## src/rtl/fft_pkg.sv

```systemverilog
`default_nettype none
// +----------------------------------------------------------------------+
// | fft_pkg: shared constants, state encoding and bit-reverse helper     |
// | Revision: 1.0                                                        |
// +----------------------------------------------------------------------+
package fft_pkg;

   localparam int WORDSIZE   = 16;
   localparam int NUMSTAGES  = 5;
   localparam int NUMSAMPLES = 32;
   localparam int NUMBANKS   = 4;
   localparam int BANKADDR   = NUMSTAGES - 2;
   localparam int WL         = 16;
   localparam int IWL        = 5;
   localparam int FWL        = 10;

   localparam logic [0:0] FILL  = 1'b0;
   localparam logic [0:0] DRAIN = 1'b1;

   function automatic logic [NUMSTAGES-1:0] bitrev(input logic [NUMSTAGES-1:0] n);
      logic [NUMSTAGES-1:0] r;
      r = '0;
      for (int i = 0; i < NUMSTAGES; i++) begin
         r[i] = n[NUMSTAGES-1-i];
      end
      return r;
   endfunction

endpackage
`default_nettype wire

```

## src/rtl/bank_addr_map.sv

```systemverilog
`default_nettype none
// +----------------------------------------------------------------------+
// | bank_addr_map: sample index -> {bank, row} under optional bit-reverse |
// | Revision: 1.0                                                        |
// +----------------------------------------------------------------------+
module bank_addr_map
   import fft_pkg::*;
#(
   parameter int BITREV = 1
) (
   input  logic [NUMSTAGES-1:0] i_idx,
   output logic [1:0]           o_bank,
   output logic [NUMSTAGES-3:0] o_addr
);

   logic [NUMSTAGES-1:0] w_r;

   generate
      if (BITREV != 0) begin : g_bitrev
         assign w_r = bitrev(i_idx);
      end else begin : g_natural
         assign w_r = i_idx;
      end
   endgenerate

   // Low two bits interleave across banks so a row read returns 4 consecutive points.
   assign o_bank = w_r[1:0];
   assign o_addr = w_r[NUMSTAGES-1:2];

endmodule
`default_nettype wire

```

## src/rtl/fft_input_sequencer.sv

```systemverilog
`default_nettype none
// +----------------------------------------------------------------------+
// | fft_input_sequencer: fills 4 RAM banks in bit-reversed order, then   |
// | drains them one row (4 samples) per cycle. Revision: 1.0             |
// +----------------------------------------------------------------------+
module fft_input_sequencer #(
   parameter int WORDSIZE   = fft_pkg::WORDSIZE,
   parameter int NUMSTAGES  = fft_pkg::NUMSTAGES,
   parameter int NUMSAMPLES = fft_pkg::NUMSAMPLES,
   parameter int NUMBANKS   = fft_pkg::NUMBANKS,
   parameter int BANKADDR   = NUMSTAGES - 2,
   parameter int BITREV     = 1
) (
   input  logic                         clk,
   input  logic                         rst_n,
   input  logic                         in_valid,
   input  logic [WORDSIZE-1:0]          in_data,
   output logic                         in_ready,
   output logic [BANKADDR-1:0]          ram_wr_addr,
   output logic [BANKADDR-1:0]          ram_rd_addr,
   output logic [NUMBANKS-1:0]          ram_wr_en,
   output logic                         ram_rd_en,
   output logic [NUMBANKS-1:0]          ram_cs,
   output logic [WORDSIZE-1:0]          ram_data_in,
   input  logic [NUMBANKS*WORDSIZE-1:0] ram_rd_data,
   output logic                         out_valid,
   output logic [NUMBANKS*WORDSIZE-1:0] out_data,
   output logic [BANKADDR-1:0]          out_idx,
   output logic                         out_last
);

   localparam logic [NUMSTAGES-1:0] c_WLAST = NUMSTAGES'(NUMSAMPLES - 1);
   localparam logic [BANKADDR-1:0]  c_RLAST = BANKADDR'(NUMSAMPLES / NUMBANKS - 1);

   logic [0:0]           r_state;
   logic [NUMSTAGES-1:0] r_wcnt;
   logic [BANKADDR-1:0]  r_rcnt;
   logic                 r_out_valid;
   logic [BANKADDR-1:0]  r_out_idx;
   logic                 r_out_last;

   logic                 w_fill;
   logic                 w_drain;
   logic                 w_accept;
   logic [1:0]           w_bank;
   logic [BANKADDR-1:0]  w_addr;
   logic [NUMBANKS-1:0]  w_wr_en;

   bank_addr_map #(
      .BITREV (BITREV)
   ) u_map (
      .i_idx  (r_wcnt),
      .o_bank (w_bank),
      .o_addr (w_addr)
   );

   // Strobes are gated by rst_n so nothing reaches the RAMs while reset is held.
   assign w_fill   = rst_n & (r_state == fft_pkg::FILL);
   assign w_drain  = rst_n & (r_state == fft_pkg::DRAIN);
   assign w_accept = w_fill & in_valid;
   assign w_wr_en  = w_accept ? (NUMBANKS'(1) << w_bank) : '0;

   assign in_ready    = w_fill;
   assign ram_wr_en   = w_wr_en;
   assign ram_wr_addr = w_addr;
   assign ram_data_in = in_data;
   assign ram_rd_en   = w_drain;
   assign ram_rd_addr = r_rcnt;
   assign ram_cs      = w_drain ? {NUMBANKS{1'b1}} : w_wr_en;

   assign out_valid = r_out_valid;
   assign out_idx   = r_out_idx;
   assign out_last  = r_out_last;
   assign out_data  = ram_rd_data;

   always_ff @(posedge clk) begin
      if (!rst_n) begin
         r_state     <= fft_pkg::FILL;
         r_wcnt      <= '0;
         r_rcnt      <= '0;
         r_out_valid <= 1'b0;
         r_out_idx   <= '0;
         r_out_last  <= 1'b0;
      end else begin
         // Output flags track the one-cycle RAM read latency.
         r_out_valid <= w_drain;
         r_out_idx   <= r_rcnt;
         r_out_last  <= w_drain & (r_rcnt == c_RLAST);
         if (r_state == fft_pkg::FILL) begin
            if (w_accept) begin
               if (r_wcnt == c_WLAST) begin
                  r_wcnt  <= '0;
                  r_state <= fft_pkg::DRAIN;
               end else begin
                  r_wcnt <= r_wcnt + NUMSTAGES'(1);
               end
            end
         end else begin
            if (r_rcnt == c_RLAST) begin
               r_rcnt  <= '0;
               r_state <= fft_pkg::FILL;
            end else begin
               r_rcnt <= r_rcnt + BANKADDR'(1);
            end
         end
      end
   end

endmodule
`default_nettype wire

```

## config.mk

```make
export PLATFORM = sky130hd
export DESIGN_NAME = fft_input_sequencer
export DESIGN_NICKNAME = d
export VERILOG_FILES = /design/src/rtl/fft_pkg.sv /design/src/rtl/bank_addr_map.sv /design/src/rtl/fft_input_sequencer.sv
export SDC_FILE = /design/constraint.sdc
export NUM_CORES = 1
export LEC_CHECK = 0
export CAP_MARGIN = 20
export CORE_ASPECT_RATIO = 1.75
export CORE_MARGIN = 2
export CORE_UTILIZATION = 26
export CTS_CLUSTER_DIAMETER = 100
export CTS_CLUSTER_SIZE = 12
export DETAILED_ROUTE_END_ITERATION = 8
export PLACE_DENSITY = 0.92
export SLEW_MARGIN = 10
export SYNTH_ARGS = -nofsm -noshare
export SYNTH_HDL_FRONTEND = slang
export SYNTH_HIERARCHICAL = 1
export SYNTH_SLANG_ARGS = --single-unit
```

## constraint.sdc

```tcl
create_clock -name clk -period 5.14 [get_ports clk]
set_input_delay 0.771 -clock clk [delete_from_list [all_inputs] [get_ports clk]]
set_output_delay 0.771 -clock clk [all_outputs]
set_load 0.02 [all_outputs]
```

======== Word-level counts from Yosys, hierarchy flattened ========
Cells that the tools add are included.
word-level totals
  output and inout port bits .............. 101
  input bits .............................. 83
  word-level logic and storage cells ...... 25
  register bits after elaboration ......... 14
operators by class
  bitwise logic cells ..................... 5
  shifts and indexed selects .............. 1
  add/subtract/negate cells ............... 2
  reduce and logical (&&, ||, !) cells .... 1
  equal/unequal tests ..................... 2
  multiplexer cells ....................... 8
operators by type and width
  operator               number
  $mux W4                2
  $add A5 B1 Y5 const B  1
  $eq A5 B5 Y1 const B   1
  $mux W5                1
  $and A1 B1 Y1          4
  $mux W1                4
  $shl A1 B2 Y4 const A  1
  $add A3 B1 Y3 const B  1
  $eq A3 B3 Y1 const B   1
  $mux W3                1
  $reduce_and A2 Y1      1
  $not A1 Y1             1

======== Depth between registers and ports, before layout ========
  depth after elaboration ................. 5
  gate-level depth with buffers ........... 6
  mapped depth without buffers ............ 6

======== Modules after synthesis ========
Netlist, hierarchy kept.
modules (own cells, without submodules)
  module               cells an instance  instances  sequential area each (µm²)  area each (µm²)
  fft_input_sequencer  147                1          280.3                       1243.7
  bank_addr_map        5                  1          0.0                         37.5

======== Worst setup path before layout ========
Ideal clock, no wire load.
  path type ............................... input to output
  start point ............................. input port rst_n
  end point ............................... output port ram_cs[0]
  data arrival time ....................... 1.834 ns
  slack ................................... 2.535 ns
  required time ........................... 4.369 ns
  cell stages on the path ................. 4
  path buffers ............................ 1
  cells stage by stage .................... clkbuf_2 > nand3b_4 > nor3_1 > or2_2
between the ends
  word-level cells in the longest chain between the ends .. 4
  elaborated cells on any way between the ends .. 5
  classes of those cells .................. mux: 2; bitwise: 3
RTL lines
  item                line                       RTL
  start: declaration  fft_input_sequencer.sv:15  input logic rst_n,
  $and A1 B1 Y1       fft_input_sequencer.sv:58  assign w_fill = rst_n & (r_state == fft_pkg::FILL);
  $and A1 B1 Y1       fft_input_sequencer.sv:60  assign w_accept = w_fill & in_valid;
  $mux W4             fft_input_sequencer.sv:61  assign w_wr_en = w_accept ? (NUMBANKS'(1) << w_bank) : '0;
  via ram_wr_en[0]    fft_input_sequencer.sv:21  output logic [NUMBANKS-1:0] ram_wr_en,
  $mux W4             fft_input_sequencer.sv:69  assign ram_cs = w_drain ? {NUMBANKS{1'b1}} : w_wr_en;
  end: declaration    fft_input_sequencer.sv:23  output logic [NUMBANKS-1:0] ram_cs,
The timed path passes the listed nets, and every way through them passes these cells.

======== Worst setup path in the final report ========
  start point ............................. input port rst_n
  end point ............................... output port ram_cs[3]
between the ends
  word-level cells in the longest chain between the ends .. 4
  elaborated cells on any way between the ends .. 5
  classes of those cells .................. mux: 2; bitwise: 3
RTL lines
  item           line
  $and A1 B1 Y1  fft_input_sequencer.sv:58
  $and A1 B1 Y1  fft_input_sequencer.sv:60
  $mux W4        fft_input_sequencer.sv:61
  $mux W4 *      fft_input_sequencer.sv:69
Every way passes the cells marked *; elsewhere a longest branch is shown, timed or not.

==> impl_metrics.json <==
{
  "slew_viol_final": 0,
  "core-area_mm2": 0.004707,
  "io_buffers": 23,
  "crit_path_frequent_cell": "clkdlybuf4s50_1",
  "row_count": 33,
  "worst-path-max-fanout": 17,
  "r2r-end": "r_wcnt[3]",
  "place.gp.congestion": 0.7458,
  "antenna_found_initial": 0,
  "required_ns": 4.37,
  "synth_top_area_cell": "buf_4",
  "hold_violations": 0,
  "grt_max_degree": 18,
  "async_reset_ff_share_pct": 0,
  "final_layout_size_suffix_gt1_share_pct": 12.09,
  "cts_resized": 0,
  "reg2reg_slack_ns": 3.40,
  "cts.sinks": 14,
  "post-cts-setup-buffers": 0,
  "final_cell_count_no_fill": 143,
  "cp_slowest_cell": "clkdlybuf4s50_1",
  "power.density_mw_per_mm2": 247.0,
  "fillCellCount": 524,
  "min_path_type": "reg2reg",
  "p_leak_nw": 0.3980,
  "clock_latency_ns": 0.24,
  "grt_setup_unrepaired": "no",
  "ctsHoldBuffers": 0,
  "ctsLongestPathBuffers": 2,
  "grt_usage_pct": 12.82,
  "synth_cell_type_count": 30,
  "worstHoldStart": "ram_rd_addr[1]",
  "synth-edff-count": 0,
  "netlist_instances": 152,
  "clock_skew_ns": 0.001862,
  "critical_path_class": "in2out",
  "vias_per_cell": 4.671,
  "hold-path-endpoint": "out_idx[1]",
  "fmax_mhz": 281.2,
  "yosys-top-cells-area": "buf_4 (50%), dfxtp_1 (22%), ha_1 (3.9%), mux2i_1 (2.3%), and2_1 (2.0%)",
  "drt_iter0_markers": 6,
  "yosysWarnings": 6,
  "finalCritPeriodShare_pct": 69.18,
  "end_kind": "primary output",
  "drcViolationCount": 0,
  "peakVddDrop_mv": 0.1493,
  "r2r-start": "r_wcnt[0]",
  "nNetsFinal": 179,
  "path_cells": "clkdlybuf4s50_1 -> and3b_2 -> nand2_1 -> o21ai_0 -> clkdlybuf4s50_1",
  "vias": 668,
  "holdPathStages": 1,
  "synth.top_cell.area_share_pct": 49.80,
  "grt_pass1_wl_um": 4885,
  "die_x_um": 57.07,
  "io_pins": 184,
  "htree_levels": 1,
  "fin_util_pct": 20.68,
  "root_buffer": "clkbuf_8",
  "detail-route-antenna-nets": 0,
  "met1_length_um": 591,
  "area_growth_pct": -24.02,
  "finalSetupViolCount": 0,
  "rr_worst_depth": 5,
  "tightest_slew_ns": 0.5271,
  "dr_wl_met2_um": 1289,
  "syn_nets": 239,
  "startpoint_type": "primary input",
  "antenna_cells": 0,
  "start_util_pct": 27.22,
  "dp_cells": 139,
  "dr.pass1.iters": 2,
  "ys.flop_type": "dfxtp_1",
  "fin_crit_ns": 3.556,
  "netlist_area_mm2": 0.001281,
  "slowest_delay_ns": 0.80,
  "die_h_um": 96.86,
  "slew_headroom_pct": 64.75,
  "arrival_ns": 2.78,
  "drt_wl_total_um": 3700,
  "tritoncts": "yes",
  "met3_wirelength_um": 1258,
  "tns_ns": 0,
  "numCtsBuffers": 3,
  "yosysSeqAreaShare_pct": 21.87,
  "grt_pass1_vias": 682,
  "syn_avg_cell_area_um2": 8.429,
  "cts.reportedPaths.clkPinSlew_ns": 0.06,
  "synth-seq-cells": 14,
  "cap_viol_max_count": 0,
  "outcome": "finished clean",
  "routed.top_layer": "met4",
  "grt_overflow": 0,
  "avgRoutedWirePerCell_um": 25.87,
  "die_area_mm2": 0.005527
}
==> flip-flops by register name, indices dropped and copies added (netlist names) <==
signal,count
out_last,1
r_state,1
out_idx,3
out_valid,1
r_wcnt,5
ram_rd_addr,3
==> placed cells by master, fill, tap and decap left out, types with 3 or more instances in the layout <==
master	n
o21ai_0	4
mux2i_1	3
ha_1	4
nand3_1	4
clkbuf_8	4
dfxtp_1	14
inv_1	3
clkdlybuf4s50_1	23
and2_1	4
nand2_1	6
==> final cells by class <==
class	instances	area, µm²	share of cell area, %
multi-input combinational	47	331.6	34.06
sequential	14	280.3	28.79
inverter	3	11.26	1.157
clock buffer	4	55.05	5.656
timing repair buffer	23	230.2	23.65
tap	52	65.06	6.684
==> worst max-delay path, delay by kind of cell <==
family	cells	cell delay, ns
buffers and inverters	2	1.42
AND/OR/NAND/NOR	2	0.42
AO/OA/AOI/OAI	1	0.17
==> cells in the mapped netlist (all sizes together) (3+ instances only) <==
cell type,instances
o21ai,4
nand3,4
buf,86
dfxtp,14
and2,4
mux2i,3
ha,4
inv,3
nand2,6
==> power breakdown <==
part	leakage, nW	internal, mW	switching (mW)
registers	0.113	0.111	0.00278
logic	0.256	0.00996	0.0105
clock network	0.0288	0.0678	0.0388
==> kinds of logic (layout without fill, tap and decap cells) <==
group                    Yosys count  after routing  synth area share (%)
flip-flops                        14             14                 21.88
multiplexers                       3              3                 2.344
AND/OR/NAND/NOR                   31             31                 15.14
adder cells (fa/ha/maj)            4              4                 3.906
AO/OA/AOI/OAI                      9              9                 4.493
buffers and inverters             91             30                 52.25
==> metrics by stage <==
step	setup slack [ns]	hold WS (ns)	area (µm²)	power [mW]
6_report	1.584	0.5277	973.4	0.2404
5_1_grt	1.426	0.5420	973.4	0.2521
4_1_cts	1.573	0.5223	973.4	0.2432
3_5_place_dp	1.572	0.5106	918.4	0.1362
3_3_place_gp	1.600	0.5063	918.4	0.1360
2_1_floorplan	2.535	0.4516	1281	0.2202
==> metal layers <==
| metal | GRT usage, % | vias to the layer above |
|---|---|---|
| li1 | - | 281 |
| met1 | 5.560 | 259 |
| met3 | 18.05 | 72 |
| met5 | 0 | - |
| met4 | 19.86 | 0 |
| met2 | 14.85 | 56 |
==> worst max-delay path by stage <==
stage                from         to  slack (ns)  cells past startpoint
floorplan           rst_n  ram_cs[0]        2.54                      4
global placement    rst_n  ram_cs[3]        1.60                      5
detailed placement  rst_n  ram_cs[3]        1.57                      5
CTS                 rst_n  ram_cs[3]        1.57                      5
global route        rst_n  ram_cs[3]        1.43                      5
finish              rst_n  ram_cs[3]        1.58                      5
No activity file was read; power rests on OpenSTA's default activity.
